### src/rtl/llander_pkg.sv
// Shared types and constants for the Lunar Lander thrust/turn/overlay
// input-conditioning block.
package llander_pkg;

  localparam int THRUST_W       = 8;
  localparam int OVL_W          = 32;
  localparam int DEF_MAX_THRUST = 254;

  typedef enum logic {
    ANALOG = 1'b0,
    DPAD   = 1'b1
  } thr_mode_t;

endpackage

### src/rtl/llander_thrust_ctrl_if.sv
// Control bundle between the joystick merge logic (master) and the thrust
// controller (slave).
//   dpad_mode, thr_up, thr_down, analog_y, analog_x, sel_n : master -> slave
//   thrust, turn_l, turn_r, ovl_en                         : slave -> master
interface llander_thrust_ctrl_if;
  import llander_pkg::*;

  logic                dpad_mode;
  logic                thr_up;
  logic                thr_down;
  logic [7:0]          analog_y;
  logic [7:0]          analog_x;
  logic                sel_n;
  logic [THRUST_W-1:0] thrust;
  logic                turn_l;
  logic                turn_r;
  logic                ovl_en;

  modport master (
    output dpad_mode, thr_up, thr_down, analog_y, analog_x, sel_n,
    input  thrust, turn_l, turn_r, ovl_en
  );

  modport slave (
    input  dpad_mode, thr_up, thr_down, analog_y, analog_x, sel_n,
    output thrust, turn_l, turn_r, ovl_en
  );

endinterface

### src/rtl/llander_tick_gen.sv
// D-pad step prescaler. Counts every clock and pulses tick for one clock when
// the count reaches TICK_DIV, giving a period of TICK_DIV+1 clocks.
//   clk_50 : clock
//   reset  : synchronous, active-high
//   clr    : synchronous clear, realigns the step phase
//   tick   : one-clock step strobe
module llander_tick_gen #(
  parameter int TICK_DIV = 196850
) (
  input  logic clk_50,
  input  logic reset,
  input  logic clr,
  output logic tick
);

  localparam int CNT_W = (TICK_DIV > 0) ? $clog2(TICK_DIV + 1) : 1;

  logic [CNT_W-1:0] cnt;

  assign tick = (cnt == CNT_W'(TICK_DIV));

  always_ff @(posedge clk_50) begin
    if (reset || clr || tick) begin
      cnt <= '0;
    end else begin
      cnt <= cnt + CNT_W'(1);
    end
  end

endmodule

### src/rtl/llander_thrust_ctrl.sv
// Input conditioning for the Lunar Lander core: selects thrust from the
// analog stick or a D-pad ramp accumulator (bumpless handover), decodes
// analog turn requests with hysteresis and times the difficulty overlay.
//   clk_50 : clock
//   reset  : synchronous, active-high
//   bus    : control bundle (inputs from merge logic, thrust/turn/overlay out)
//
// state  | meaning
// ANALOG | thrust follows the clamped analog stick value
// DPAD   | thrust follows the D-pad accumulator, stepped on prescaler ticks
module llander_thrust_ctrl
  import llander_pkg::*;
#(
  parameter int          TICK_DIV   = 196850,
  parameter int          MAX_THRUST = DEF_MAX_THRUST,
  parameter int          TURN_ON    = 64,
  parameter int          TURN_OFF   = 48,
  parameter int unsigned OVL_CYCLES = 500000000
) (
  input  logic                 clk_50,
  input  logic                 reset,
  llander_thrust_ctrl_if.slave bus
);

  localparam logic [THRUST_W-1:0] MAX_T    = THRUST_W'(MAX_THRUST);
  localparam logic [OVL_W-1:0]    OVL_LOAD = OVL_W'(OVL_CYCLES);

  thr_mode_t           state, state_next;
  logic                enter_dpad;
  logic                tick;
  logic [7:0]          y_off;
  logic [8:0]          av_raw;
  logic [THRUST_W-1:0] av_c, av_q, dp, thrust_q;
  int                  x_s;
  logic                turn_l_q, turn_r_q;
  logic [OVL_W-1:0]    ovc, ovc_next;
  logic                ovl_en_q;

  // y + 128 is the offset-binary view of the signed stick value.
  always_comb begin
    y_off  = {~bus.analog_y[7], bus.analog_y[6:0]};
    av_raw = 9'd255 - {1'b0, y_off};
    av_c   = (av_raw > {1'b0, MAX_T}) ? MAX_T : av_raw[7:0];
  end

  always_ff @(posedge clk_50) begin
    if (reset) begin
      state <= ANALOG;
    end else begin
      state <= state_next;
    end
  end

  always_comb begin
    state_next = state;
    enter_dpad = 1'b0;
    case (state)
      ANALOG: begin
        if (bus.dpad_mode) begin
          state_next = DPAD;
          enter_dpad = 1'b1;
        end
      end
      DPAD: begin
        if (!bus.dpad_mode) begin
          state_next = ANALOG;
        end
      end
      default: state_next = ANALOG;
    endcase
  end

  // Clearing on entry makes the first D-pad step a full period after handover.
  llander_tick_gen #(
    .TICK_DIV (TICK_DIV)
  ) u_tick_gen (
    .clk_50 (clk_50),
    .reset  (reset),
    .clr    (enter_dpad),
    .tick   (tick)
  );

  // Loading the current analog value on entry is what makes the switch bumpless.
  always_ff @(posedge clk_50) begin
    if (reset) begin
      dp <= '0;
    end else if (enter_dpad) begin
      dp <= av_q;
    end else if (state == DPAD && tick) begin
      if (bus.thr_up && !bus.thr_down && dp < MAX_T) begin
        dp <= dp + THRUST_W'(1);
      end else if (bus.thr_down && !bus.thr_up && dp != '0) begin
        dp <= dp - THRUST_W'(1);
      end
    end
  end

  always_ff @(posedge clk_50) begin
    if (reset) begin
      av_q     <= '0;
      thrust_q <= '0;
    end else begin
      av_q     <= av_c;
      thrust_q <= (state == DPAD) ? dp : av_q;
    end
  end

  assign x_s = int'($signed(bus.analog_x));

  always_ff @(posedge clk_50) begin
    if (reset) begin
      turn_l_q <= 1'b0;
      turn_r_q <= 1'b0;
    end else begin
      if (x_s < -TURN_ON) begin
        turn_l_q <= 1'b1;
      end else if (x_s > -TURN_OFF) begin
        turn_l_q <= 1'b0;
      end
      if (x_s > TURN_ON) begin
        turn_r_q <= 1'b1;
      end else if (x_s < TURN_OFF) begin
        turn_r_q <= 1'b0;
      end
    end
  end

  // Holding select keeps reloading, so the window is measured from release.
  always_comb begin
    if (!bus.sel_n) begin
      ovc_next = OVL_LOAD;
    end else if (ovc != '0) begin
      ovc_next = ovc - OVL_W'(1);
    end else begin
      ovc_next = ovc;
    end
  end

  always_ff @(posedge clk_50) begin
    if (reset) begin
      ovc      <= '0;
      ovl_en_q <= 1'b0;
    end else begin
      ovc      <= ovc_next;
      ovl_en_q <= (ovc_next != '0);
    end
  end

  assign bus.thrust = thrust_q;
  assign bus.turn_l = turn_l_q;
  assign bus.turn_r = turn_r_q;
  assign bus.ovl_en = ovl_en_q;

endmodule
### src/flat_wrapper.sv
// flat-port wrapper written by rule: the top's interface ports become plain ports
module llander_thrust_ctrl_flat import llander_pkg::*;
#(
  parameter int          TICK_DIV   = 196850,
  parameter int          MAX_THRUST = DEF_MAX_THRUST,
  parameter int          TURN_ON    = 64,
  parameter int          TURN_OFF   = 48,
  parameter int unsigned OVL_CYCLES = 500000000
)
  (clk_50, reset, bus_dpad_mode, bus_thr_up, bus_thr_down, bus_analog_y, bus_analog_x, bus_sel_n, bus_thrust, bus_turn_l, bus_turn_r, bus_ovl_en);
  llander_thrust_ctrl_if bus_i ();
  input  logic clk_50;
  input  logic reset;
  input wire logic [$bits(bus_i.dpad_mode)-1:0] bus_dpad_mode;
  input wire logic [$bits(bus_i.thr_up)-1:0] bus_thr_up;
  input wire logic [$bits(bus_i.thr_down)-1:0] bus_thr_down;
  input wire logic [$bits(bus_i.analog_y)-1:0] bus_analog_y;
  input wire logic [$bits(bus_i.analog_x)-1:0] bus_analog_x;
  input wire logic [$bits(bus_i.sel_n)-1:0] bus_sel_n;
  output wire logic [$bits(bus_i.thrust)-1:0] bus_thrust;
  output wire logic [$bits(bus_i.turn_l)-1:0] bus_turn_l;
  output wire logic [$bits(bus_i.turn_r)-1:0] bus_turn_r;
  output wire logic [$bits(bus_i.ovl_en)-1:0] bus_ovl_en;
  assign bus_i.dpad_mode = bus_dpad_mode;
  assign bus_i.thr_up = bus_thr_up;
  assign bus_i.thr_down = bus_thr_down;
  assign bus_i.analog_y = bus_analog_y;
  assign bus_i.analog_x = bus_analog_x;
  assign bus_i.sel_n = bus_sel_n;
  assign bus_thrust = bus_i.thrust;
  assign bus_turn_l = bus_i.turn_l;
  assign bus_turn_r = bus_i.turn_r;
  assign bus_ovl_en = bus_i.ovl_en;
  llander_thrust_ctrl #(.TICK_DIV(TICK_DIV), .MAX_THRUST(MAX_THRUST), .TURN_ON(TURN_ON), .TURN_OFF(TURN_OFF), .OVL_CYCLES(OVL_CYCLES)) u_core (.clk_50(clk_50), .reset(reset), .bus(bus_i));
endmodule
### config.mk
export PLATFORM = sky130hd
export DESIGN_NAME = llander_thrust_ctrl_flat
export DESIGN_NICKNAME = d
export VERILOG_FILES = /design/src/rtl/llander_pkg.sv /design/src/rtl/llander_thrust_ctrl_if.sv /design/src/rtl/llander_tick_gen.sv /design/src/rtl/llander_thrust_ctrl.sv /design/src/flat_wrapper.sv
export SDC_FILE = /design/constraint.sdc
export NUM_CORES = 1
export LEC_CHECK = 0
export ABC_AREA = 1
export BUFFER_PORTS_ARGS = -buffer_cell sky130_fd_sc_hd__buf_2
export CAP_MARGIN = 30
export CORE_ASPECT_RATIO = 0.9
export CORE_MARGIN = 3
export CORE_UTILIZATION = 44
export DETAILED_ROUTE_END_ITERATION = 8
export PLACE_DENSITY = 0.68
export SYNTH_ARGS = -nofsm -noshare
export SYNTH_HDL_FRONTEND = slang
export SYNTH_SLANG_ARGS = --single-unit
### constraint.sdc
create_clock -name clk_50 -period 2.6 [get_ports clk_50]
set_input_delay 0 -clock clk_50 [delete_from_list [all_inputs] [get_ports clk_50]]
set_output_delay 0 -clock clk_50 [all_outputs]
set_load 0.02 [all_outputs]
Word-level counts from Yosys, hierarchy flattened
Index checks and enable logic that the tools add are counted.
{"block": "op_classes", "n_addsub": 5, "magnitude_cmp": 6, "n_eq_ne": 1, "muxes": 14, "n_bitwise": 1, "n_reduce_logical": 18}
{"operator": "32-bit two-way mux", "count": 2}
{"operator": "32-bit nonzero test", "count": 2}
{"operator": "8-bit two-way mux", "count": 6}
{"operator": "32-bit by 1-bit subtractor with 32-bit output, second input constant", "count": 1}
{"operator": "18-bit by 1-bit adder with 18-bit output, second input constant", "count": 1}
{"operator": "18-bit == test, second input constant", "count": 1}
{"operator": "8-bit by 7-bit less-than comparator with 1-bit output, second input constant", "count": 2}
{"operator": "9-bit by 8-bit > comparator with 1-bit output, second input constant", "count": 1}
{"operator": "8-bit by 8-bit subtractor with 9-bit output, first input constant", "count": 1}
{"operator": "8-bit by 1-bit adder with 8-bit output, second input constant", "count": 1}
{"operator": "8-bit by 7-bit > comparator with 1-bit output, second input constant", "count": 1}
{"operator": "8-bit > comparator, second input constant", "count": 1}
{"operator": "8-bit less-than comparator, second input constant", "count": 1}
{"operator": "8-bit nonzero test", "count": 1}
{"operator": "8-bit by 1-bit subtractor with 8-bit output, second input constant", "count": 1}
{"operator": "1-bit two-way mux", "count": 6}
{"operator": "2-bit nonzero test", "count": 3}
{"operator": "1-bit logical AND", "count": 5}
{"operator": "3-bit nonzero test", "count": 1}
{"operator": "1-bit zero test", "count": 2}
{"operator": "1-bit logical OR", "count": 2}
{"operator": "2-bit AND reduction", "count": 1}
{"operator": "2-bit OR reduction", "count": 1}
{"operator": "1-bit NOT", "count": 1}
{"block": "totals", "register_bits": 78, "out_inout_bits": 11, "word_cells": 55}

Longest topological paths before layout
Gate-level depths: netlist (run 1).
{"block": "depth", "word_depth": 7, "ltp_mapped": 16, "mapped_depth_nobuf": 15}

By module
A second synthesis (run 1) with hierarchy kept.
{"block": "hier_totals", "hier_cells": 675, "area_unflattened_um2": 4375.4}
{"mod": "llander_thrust_ctrl", "instances": 1, "cells_each": 543, "area_each_um2": 3454.6, "seq_area_each_um2": 1201.2}
{"mod": "llander_tick_gen", "instances": 1, "cells_each": 132, "area_each_um2": 920.9, "seq_area_each_um2": 360.3}

Least setup slack after synthesis (run 1)
OpenSTA, ideal clock, no wires.
{"block": "synth_path", "kind": "flip-flop to flip-flop", "start": "reg u_core.dp[1]", "end": "reg u_core.dp[7]", "setup_ns": 0.056, "t_arrival_ns": 2.403, "required_ns": 2.544, "setup_slack_ns": 0.140, "path_stages_with_launch": 15, "period_less_slack_ns": 2.460, "path_cell_list": "dfxtp_1 -> nand3_1 -> o21ai_0 -> ha_1 -> nand3_1 -> nand2_1 -> inv_1 -> o21ai_0 -> inv_1 -> o21ai_0 -> xnor2_1 -> nand2_1 -> nand3_1 -> nand2_1 -> inv_1"}
{"block": "synth_between", "elab_chain_len": 5, "word_cells_on_any_way": 12}
{"element": "start: declaration", "line_no": "llander_thrust_ctrl.sv:33", "rtl": "logic [THRUST_W-1:0] av_c, av_q, dp, thrust_q;"}
{"element": "start signal: assignment", "line_no": "llander_thrust_ctrl.sv:88", "rtl": "dp <= av_q;"}
{"element": "start signal: assignment", "line_no": "llander_thrust_ctrl.sv:91", "rtl": "dp <= dp + THRUST_W'(1);"}
{"element": "start signal: assignment", "line_no": "llander_thrust_ctrl.sv:93", "rtl": "dp <= dp - THRUST_W'(1);"}
{"element": "8-bit by 1-bit subtractor with 8-bit output / 8-bit less-than comparator (equally long branches)", "line_no": "llander_thrust_ctrl.sv:93, llander_thrust_ctrl.sv:90"}
{"element": "8-bit two-way mux / 1-bit logical AND (equally long branches)", "line_no": "llander_thrust_ctrl.sv:92, llander_thrust_ctrl.sv:90"}
{"element": "8-bit two-way mux", "line_no": "llander_thrust_ctrl.sv:90", "rtl": "if (bus.thr_up && !bus.thr_down && dp < MAX_T) begin"}
{"element": "8-bit two-way mux", "line_no": "llander_thrust_ctrl.sv:89", "rtl": "end else if (state == DPAD && tick) begin"}
{"element": "8-bit two-way mux", "line_no": "llander_thrust_ctrl.sv:87", "rtl": "end else if (enter_dpad) begin"}
Several ways; a longest one is shown, not always the timed one. The select of a mux whose other input is x is not followed.
A chain may end at the register's enable or synchronous reset.

Worst setup path after layout (run 1)
{"block": "layout_path", "start": "reg u_core.ovc[0]", "end": "reg u_core.ovl_en_q (netlist: u_core.bus.ovl_en)"}
{"block": "layout_between", "elab_chain_len": 4, "word_cells_on_any_way": 5}
{"element": "start: declaration", "line_no": "llander_thrust_ctrl.sv:36", "rtl": "logic [OVL_W-1:0] ovc, ovc_next;"}
{"element": "start signal: assignment", "line_no": "llander_thrust_ctrl.sv:144", "rtl": "ovc <= ovc_next;"}
{"element": "32-bit by 1-bit subtractor with 32-bit output / 32-bit nonzero test (equally long branches)", "line_no": "llander_thrust_ctrl.sv:133, llander_thrust_ctrl.sv:132"}
{"element": "32-bit two-way mux *", "line_no": "llander_thrust_ctrl.sv:132", "rtl": "end else if (ovc != '0) begin"}
{"element": "32-bit two-way mux *", "line_no": "llander_thrust_ctrl.sv:130", "rtl": "if (!bus.sel_n) begin"}
{"element": "32-bit nonzero test *", "line_no": "llander_thrust_ctrl.sv:145", "rtl": "ovl_en_q <= (ovc_next != '0);"}
{"element": "end signal: assignment", "line_no": "llander_thrust_ctrl.sv:145"}
{"element": "end: declaration", "line_no": "llander_thrust_ctrl.sv:37", "rtl": "logic ovl_en_q;"}
Every way passes the cells marked *; elsewhere a longest branch is shown, timed or not.

==> impl_metrics.yaml, run 1 <==
flow_run:
  max_cap_violations: 0
floorplan:
  die_area_um2: 11200
  num_rows: 33
  initial_core_util_pct: 46.7
  ios: 33
  die_w_um: 111
  die_y_um: 101
  core_um2: 9410
clock_network:
  clockRootBuffer: "clkbuf_8"
  cts_buffers: 9
  clock-sinks: 78
  h-tree-depth: 3
  clkSlewWorstSetupHoldPaths_ns: 0.10
  cts_buffer_depth: 2
  clkLatencyLatePin_ns: 0.36
  cts_tree: "built"
sta:
  hold_viol: 0
  max_freq_ghz: 0.424
  fin_setup_tns_ns: 0
  fin_ws_ns: 0.241
  setup_violations: 0
  worstMarginPinSlew_ns: 0.741
  skew_ns: 0.0144
  period_share_pct: 90.7
  rsz0062_at_grt: "false"
  max-slew-margin-rel_pct: 50.4
  slew_violations: 0
  min_period_ns: 2.36
yosys:
  synth-seq-area-share_pct: 35.5
  synth_top_family_by_area: "simple AND/OR/NAND/NOR gates"
  postSynth.asyncResetShare_pct: 0
  synth-simple-area-share_pct: 41.5
  synth_xor_area_share_pct: 1.59
  synthFlopType: "dfxtp_1"
  ys_types: 37
  yosys.area.top_type_share_pct: 35.5
  yosys_warnings: 0
  ys_seq_elements: 78
  synthAdderAreaFrac_pct: 3.30
  synth_edf_count: 0
  synthTopCellsByArea: "dfxtp_1, nand2_1, nor2_1"
  syn_inst: 679
  synth_compound_area_share_pct: 9.39
  synth_nets: 712
  netlist_area_um2: 4400
  synth_mux_area_share_pct: 0.228
  yosys.area.top_type: "dfxtp_1"
  avgSynthCellArea_um2: 6.48
critical_path:
  reg2reg_slack_ns: 0.24
  reg2reg_depth: 15
  path_class: "reg2reg"
  crit_path_top_delay_cell: "dfxtp_1"
  crit_fanout: 6
  endpoint_kind: "flop"
  cpMostUsedCell: "nand2_1"
  arrival_ns: 2.58
  reg2reg_to: "u_core.bus.ovl_en$_SDFF_PP0_"
  cp-start-kind: "flop"
  startpoint: "u_core.ovc[0]$_SDFF_PP0_"
  crit_chain: "inv_1 -> ha_1 -> nand2_1 -> nor2_4 -> nand2_1 -> nand2_1 -> nand2_1 -> nand2_1 -> nand3_1 -> inv_1 -> nand2_1 -> nor2_1 -> nand3_1 -> nor2_1 -> nor2_1"
  r2r_start: "u_core.ovc[0]$_SDFF_PP0_"
  critPathRequiredTime_ns: 2.82
  cp-endpoint: "u_core.bus.ovl_en$_SDFF_PP0_"
  slowest_delay_ns: 0.32
layout:
  fillers: 937
  layoutNonFillerInstCount: 852
  multiInputGateArea_um2: 2460
  layout-drive-gt1-share_pct: 11.9
  seq_area_um2: 1570
  area_delta_synth_final_pct: 14.6
  diodes: 0
  nNetsFinal: 758
  fin_util_pct: 53.5
place:
  dp_hpwl_mm: 8.02
  dp_slack_ns: 0.315
  dp.cells: 822
  io_buffers: 32
  place_congestion: 0.923
worst_hold_path:
  min_path_cells: 4
  hold_class: "in2reg"
global_route:
  grt_max_degree: 45
  grt_use_total_pct: 20.2
  grt_pass1_wl_mm: 18.7
  antenna_found_initial: 0
  grt-ovfl-total: 0
  grt_pass1_vias: 4090
power_and_ir_drop:
  power_frac_seq_pct: 43.3
  combPwrFrac_pct: 21.9
  pwr-share-clk_pct: 34.8
  ir_worst_vdd_v: 0.000303
  p_sw_mw: 0.983
  netSwitchingFraction_pct: 32.2
  powerDensity_nw_per_um2: 605
  p_int_mw: 2.07
  p_total_mw: 3.05
  p_leak_nw: 2.30
detailed_routing:
  viasPerCell: 5.22
  routed_wl_mm: 11.2
  drc: 0
  firstDrtPassIters: 5
  routedWlPerCell_um: 13.1
  drtAntennaViolNets: 0
  vias: 4446
  drt_iter0_drc: 231
run_status:
  status: "completed"
## Yosys cell counts, types with 6 or more instances
master	count
nor2_2	11
nand2_1	157
inv_1	73
ha_1	10
o21ai_0	35
nor3_1	10
xor2_1	6
nand3b_1	10
dfxtp_1	78
nor2_1	135
nand4_1	14
nand3_1	51
a21oi_1	34
clkbuf_1	8
nand2_2	7
## stage by stage
stage                     area [um2]  hold WS [ns]
after detailed placement        4670         0.179
final                           5040         0.140
after CTS                       5040         0.127
after global routing            5040         0.183
after global placement          4670         0.171
after floorplan                 4400        0.0724
## worst min-delay path by stage
| stage | startpoint | end |
|---|---|---|
| detailed placement | bus_analog_y[0] | u_core.av_q[0]$_SDFF_PP0_ |
| floorplan | bus_analog_y[1] | u_core.av_q[1]$_SDFF_PP0_ |
| global placement | bus_analog_y[0] | u_core.av_q[0]$_SDFF_PP0_ |
| global route | reset | u_core.dp[7]$_SDFFE_PP0P_ |
| finish | reset | u_core.dp[7]$_SDFFE_PP0P_ |
| CTS | reset | u_core.dp[7]$_SDFFE_PP0P_ |
## worst max-delay path, delay by kind of cell (launching register included)
kind | cells | cell delay, ns
buf+inv | 2 | 0.21
flops | 1 | 0.32
fa+ha+maj | 1 | 0.30
simple gates | 12 | 1.39
## flip-flops by register name, summed over array words and instances (netlist names)
register	count
u_core.ovc	32
u_core.u_tick_gen.cnt	18
u_core.av_q	8
u_core.bus.thrust	8
u_core.dp	8
u_core.bus.ovl_en	1
u_core.bus.turn_l	1
u_core.bus.turn_r	1
u_core.state	1
## routing by layer
layer  track usage (%)  part of all wire, %  up-vias  wire, um
met4              4.40                  1.2        0       138
met3              4.80                  5.5       14       619
met2              33.2                   45      118      5020
met1              27.1                   48     2050      5380
li1                  -                    -     2264         -
met5                 0                    0        -         0
## cells in the final DEF (no fill, tap or decap), types with 2 or more instances in the layout
cell type      instances
dlygate4sd3_1         14
nand3_1               51
nor4_1                 3
nor2_1               135
inv_1                 73
inv_6                  2
clkinvlp_4             2
dfxtp_1               75
bufinv_16              2
nand2_2                7
buf_2                 32
nand2_1              157
buf_4                  6
nand3b_1              10
ha_1                  10
a21oi_1               34
dfxtp_2                3
nor3b_1                5
nor2_4                 4
nand4_1               14
clkbuf_8              10
nor2_2                11
nor3_1                10
o211a_1                2
or2_2                  3
xor2_1                 6
xnor2_1                2
o21ai_0               34
## power by group through the flow
stage,Sequential [mW],Clock (mW),Combinational [mW]
6_report,1.32,1.06,0.668
5_1_grt,1.33,1.14,0.754
4_1_cts,1.32,1.09,0.656
3_5_place_dp,1.35,0,0.634
3_3_place_gp,1.34,0,0.628
2_1_floorplan,1.34,0,0.467
## timing repair
| item | CTS | global route |
|---|---|---|
| resized for setup | 0 | 4 |
| endpoints found under the hold margin | 11 | 0 |
| buffers inserted | 0 | 0 |
| hold buffers | 14 | 0 |
| setup endpoints to repair | 0 | 1 |
## cell type report
cell class / count / share of cell area, %
Clock buffer: 10 / 2.73
Clock inverter: 6 / 1.84
Inverter: 75 / 5.61
Multi-Input combinational cell: 509 / 48.9
Sequential cell: 78 / 31.1
Tap cell: 122 / 3.03
Timing Repair Buffer: 52 / 6.85
## cell families (layout without fill, tap and decap cells)
logic type,Yosys count,count (layout)
AOI/OAI and AO/OA,76,76
muxes,1,1
buffers and inverters,92,143
DFF,78,78
and+or+nand+nor,413,413
xor gates and xnor gates,8,8
adders and majority gates,11,11
Note: power is estimated with default switching activity, not from simulation.
==> inputs of run 2 (changes only) <==
Settings changed: GPL_TIMING_DRIVEN set to 1, MAX_ROUTING_LAYER set to met4, PLACE_DENSITY 0.68 to 0.65.
Clock period 2.6 ns to 2.9 ns, I/O delays scaled along.
==> run 2 against run 1 <==
  * Clock skew down 0.0047 ns
  * Clock-buffer cell count up 1
  * Sequential power down 11%
  * Clock power down 11%
  * Die area unchanged
  * Worst setup slack better by 0.30 ns
  * Highest routed layer unchanged
==> impl_metrics.yaml, run 2 (same netlist as run 1, synthesis figures left out) <==
run_status:
  status: "completed"
critical_path:
  arrival_ns: 2.60
  cp-start-kind: "flop"
  crit_fanout: 24
  endpoint_kind: "flop"
  crit_chain: "inv_1 -> ha_1 -> inv_1 -> nor2_1 -> nand2_1 -> nor2_2 -> nand2_2 -> nand3_1 -> nand2_1 -> inv_1 -> nand2_1 -> nor2_1 -> nand3_1 -> nor2_1 -> nor2_1"
  critPathRequiredTime_ns: 3.14
  cpMostUsedCell: "nor2_1"
  crit_path_top_delay_cell: "nand2_2"
  path_buf_inv: 3
  path_class: "reg2reg"
  slowest_delay_ns: 0.33
  crit_family: "simple AND/OR/NAND/NOR gates"
sta:
  fin_setup_tns_ns: 0
  whs_ns: 0.104
  rsz0062_at_grt: "false"
  skew_ns: 0.00964
  period_share_pct: 81.3
  max_freq_ghz: 0.424
  setup_violations: 0
  hold_viol: 0
  max-slew-margin-rel_pct: 52.7
  worstMarginPinSlew_ns: 0.710
  slew_violations: 0
  fin_ws_ns: 0.542
  min_period_ns: 2.36
layout:
  largest_reg_flops: 32
  nNetsFinal: 760
  fillers: 928
  fin_util_pct: 53.7
  largest_registers: "u_core.ovc: 32 flops, u_core.u_tick_gen.cnt: 18 flops"
  final_common_cell: "nand2_1"
  multiInputGateArea_um2: 2460
  regMostFlops: "u_core.ovc"
  layout_common_cells: "nand2_1, nor2_1, dfxtp_1"
  area_delta_synth_final_pct: 15.0
  diodes: 0
  layout-drive-gt1-share_pct: 11.6
  seq_area_um2: 1560
power_and_ir_drop:
  power_frac_seq_pct: 43.4
  p_leak_nw: 2.32
  p_sw_mw: 0.860
  pwr-share-clk_pct: 34.7
  powerDensity_nw_per_um2: 539
  netSwitchingFraction_pct: 31.5
  ir_worst_vdd_v: 0.000342
  combPwrFrac_pct: 21.9
  p_int_mw: 1.87
place:
  io_buffers: 32
  dp_slack_ns: 0.568
  dp_hpwl_mm: 8.22
  place_congestion: 0.988
floorplan:
  die_y_um: 101
  die_w_um: 111
  initial_core_util_pct: 46.7
  num_rows: 33
  core_um2: 9410
  die_area_um2: 11200
  ios: 33
global_route:
  grt_use_total_pct: 21.0
  grt_max_degree: 45
  grt_pass1_wl_mm: 18.7
  grt_pass1_vias: 3991
  antenna_found_initial: 0
  grt-ovfl-total: 0
detailed_routing:
  viasPerCell: 5.17
  routedWlPerCell_um: 13.1
  drc: 0
  drt_iter0_drc: 314
  drtAntennaViolNets: 0
  vias: 4413
  firstDrtPassIters: 5
  routed_wl_mm: 11.2
clock_network:
  cts_buffer_depth: 2
  ctsHoldBuffers: 15
  cts_buffers: 9
  postCtsResizedCells: 0
  cts_tree: "built"
  clockRootBuffer: "clkbuf_8"
  clkSlewWorstSetupHoldPaths_ns: 0.08
  h-tree-depth: 3
  clock-sinks: 78
  postCtsSetupRepairBufs: 0
  clkLatencyLatePin_ns: 0.36
flow_run:
  max_cap_violations: 0
worst_hold_path:
  hold_class: "in2reg"
==> run 2: cell types whose count changed in the layout (fill, tap and decap cells not counted) <==
cell and delta:
buf_4 +1, o21ai_0 +1, clkinvlp_4 -1, clkinv_2 +1
clkbuf_8 +1, dlygate4sd3_1 +1, clkinv_4 +1, o21ai_1 -1
dfxtp_2 -3, inv_6 -2, dfxtp_1 +3
==> run 2: metal layers <==
| metal | GRT usage (%) | wire length, um | vias to the layer above |
|---|---|---|---|
| li1 | - | - | 2266 |
| met1 | 28.9 | 5610 | 1998 |
| met2 | 31.4 | 4780 | 131 |
| met3 | 5.28 | 606 | 18 |
| met4 | 4.68 | 170 | 0 |
| met5 | - | 0 | - |
==> run 2: power by group through the flow <==
stage,registers [mW],logic (mW),clock network [mW]
final,1.18,0.596,0.947
after global routing,1.19,0.674,1.02
after CTS,1.18,0.590,0.969
after detailed placement,1.21,0.571,0
after global placement,1.21,0.566,0
after floorplan,1.20,0.419,0
==> run 2: metrics by stage <==
step / std cells / power (mW) / cell area [um2]
6_report: 854 / 2.73 / 5060
5_1_grt: 854 / 2.88 / 5060
4_1_cts: 854 / 2.74 / 5060
3_5_place_dp: 823 / 1.78 / 4670
3_3_place_gp: 823 / 1.77 / 4670
2_1_floorplan: 679 / 1.62 / 4400
==> run 2: cell type report <==
| cell class | instances | area share [%] |
|---|---|---|
| clock inverter | 5 | 1.61 |
| clock buffer | 11 | 2.99 |
| sequential | 78 | 30.9 |
| inverter | 75 | 5.59 |
| multi-input combinational | 509 | 48.7 |
| timing repair buffer | 54 | 7.18 |
| tap | 122 | 3.02 |
==> run 2: worst register-to-register path, cell delays in order (launching register included) <==
cell and delay [ns]:
dfxtp_1 0.31, inv_1 0.13, ha_1 0.19, inv_1 0.07, nor2_1 0.10, nand2_1 0.07
nor2_2 0.11, nand2_2 0.33, nand3_1 0.28, nand2_1 0.07, inv_1 0.05, nand2_1 0.05
nor2_1 0.20, nand3_1 0.12, nor2_1 0.11, nor2_1 0.04
==> run 2: path summary, 6_finish.rpt <==
| path | startpoint | endpoint | slack [ns] | cells after the start |
|---|---|---|---|---|
| worst min-delay path | reset | u_core.dp[7]$_SDFFE_PP0P_ | 0.10 | 5 |
| worst max-delay path | u_core.ovc[0]$_SDFF_PP0_ | u_core.bus.ovl_en$_SDFF_PP0_ | 0.54 | 15 |
| worst min register to register | u_core.av_q[6]$_SDFF_PP0_ | u_core.bus.thrust[6]$_SDFF_PP0_ | 0.47 | 2 |
| worst max register to register | u_core.ovc[0]$_SDFF_PP0_ | u_core.bus.ovl_en$_SDFF_PP0_ | 0.54 | 15 |
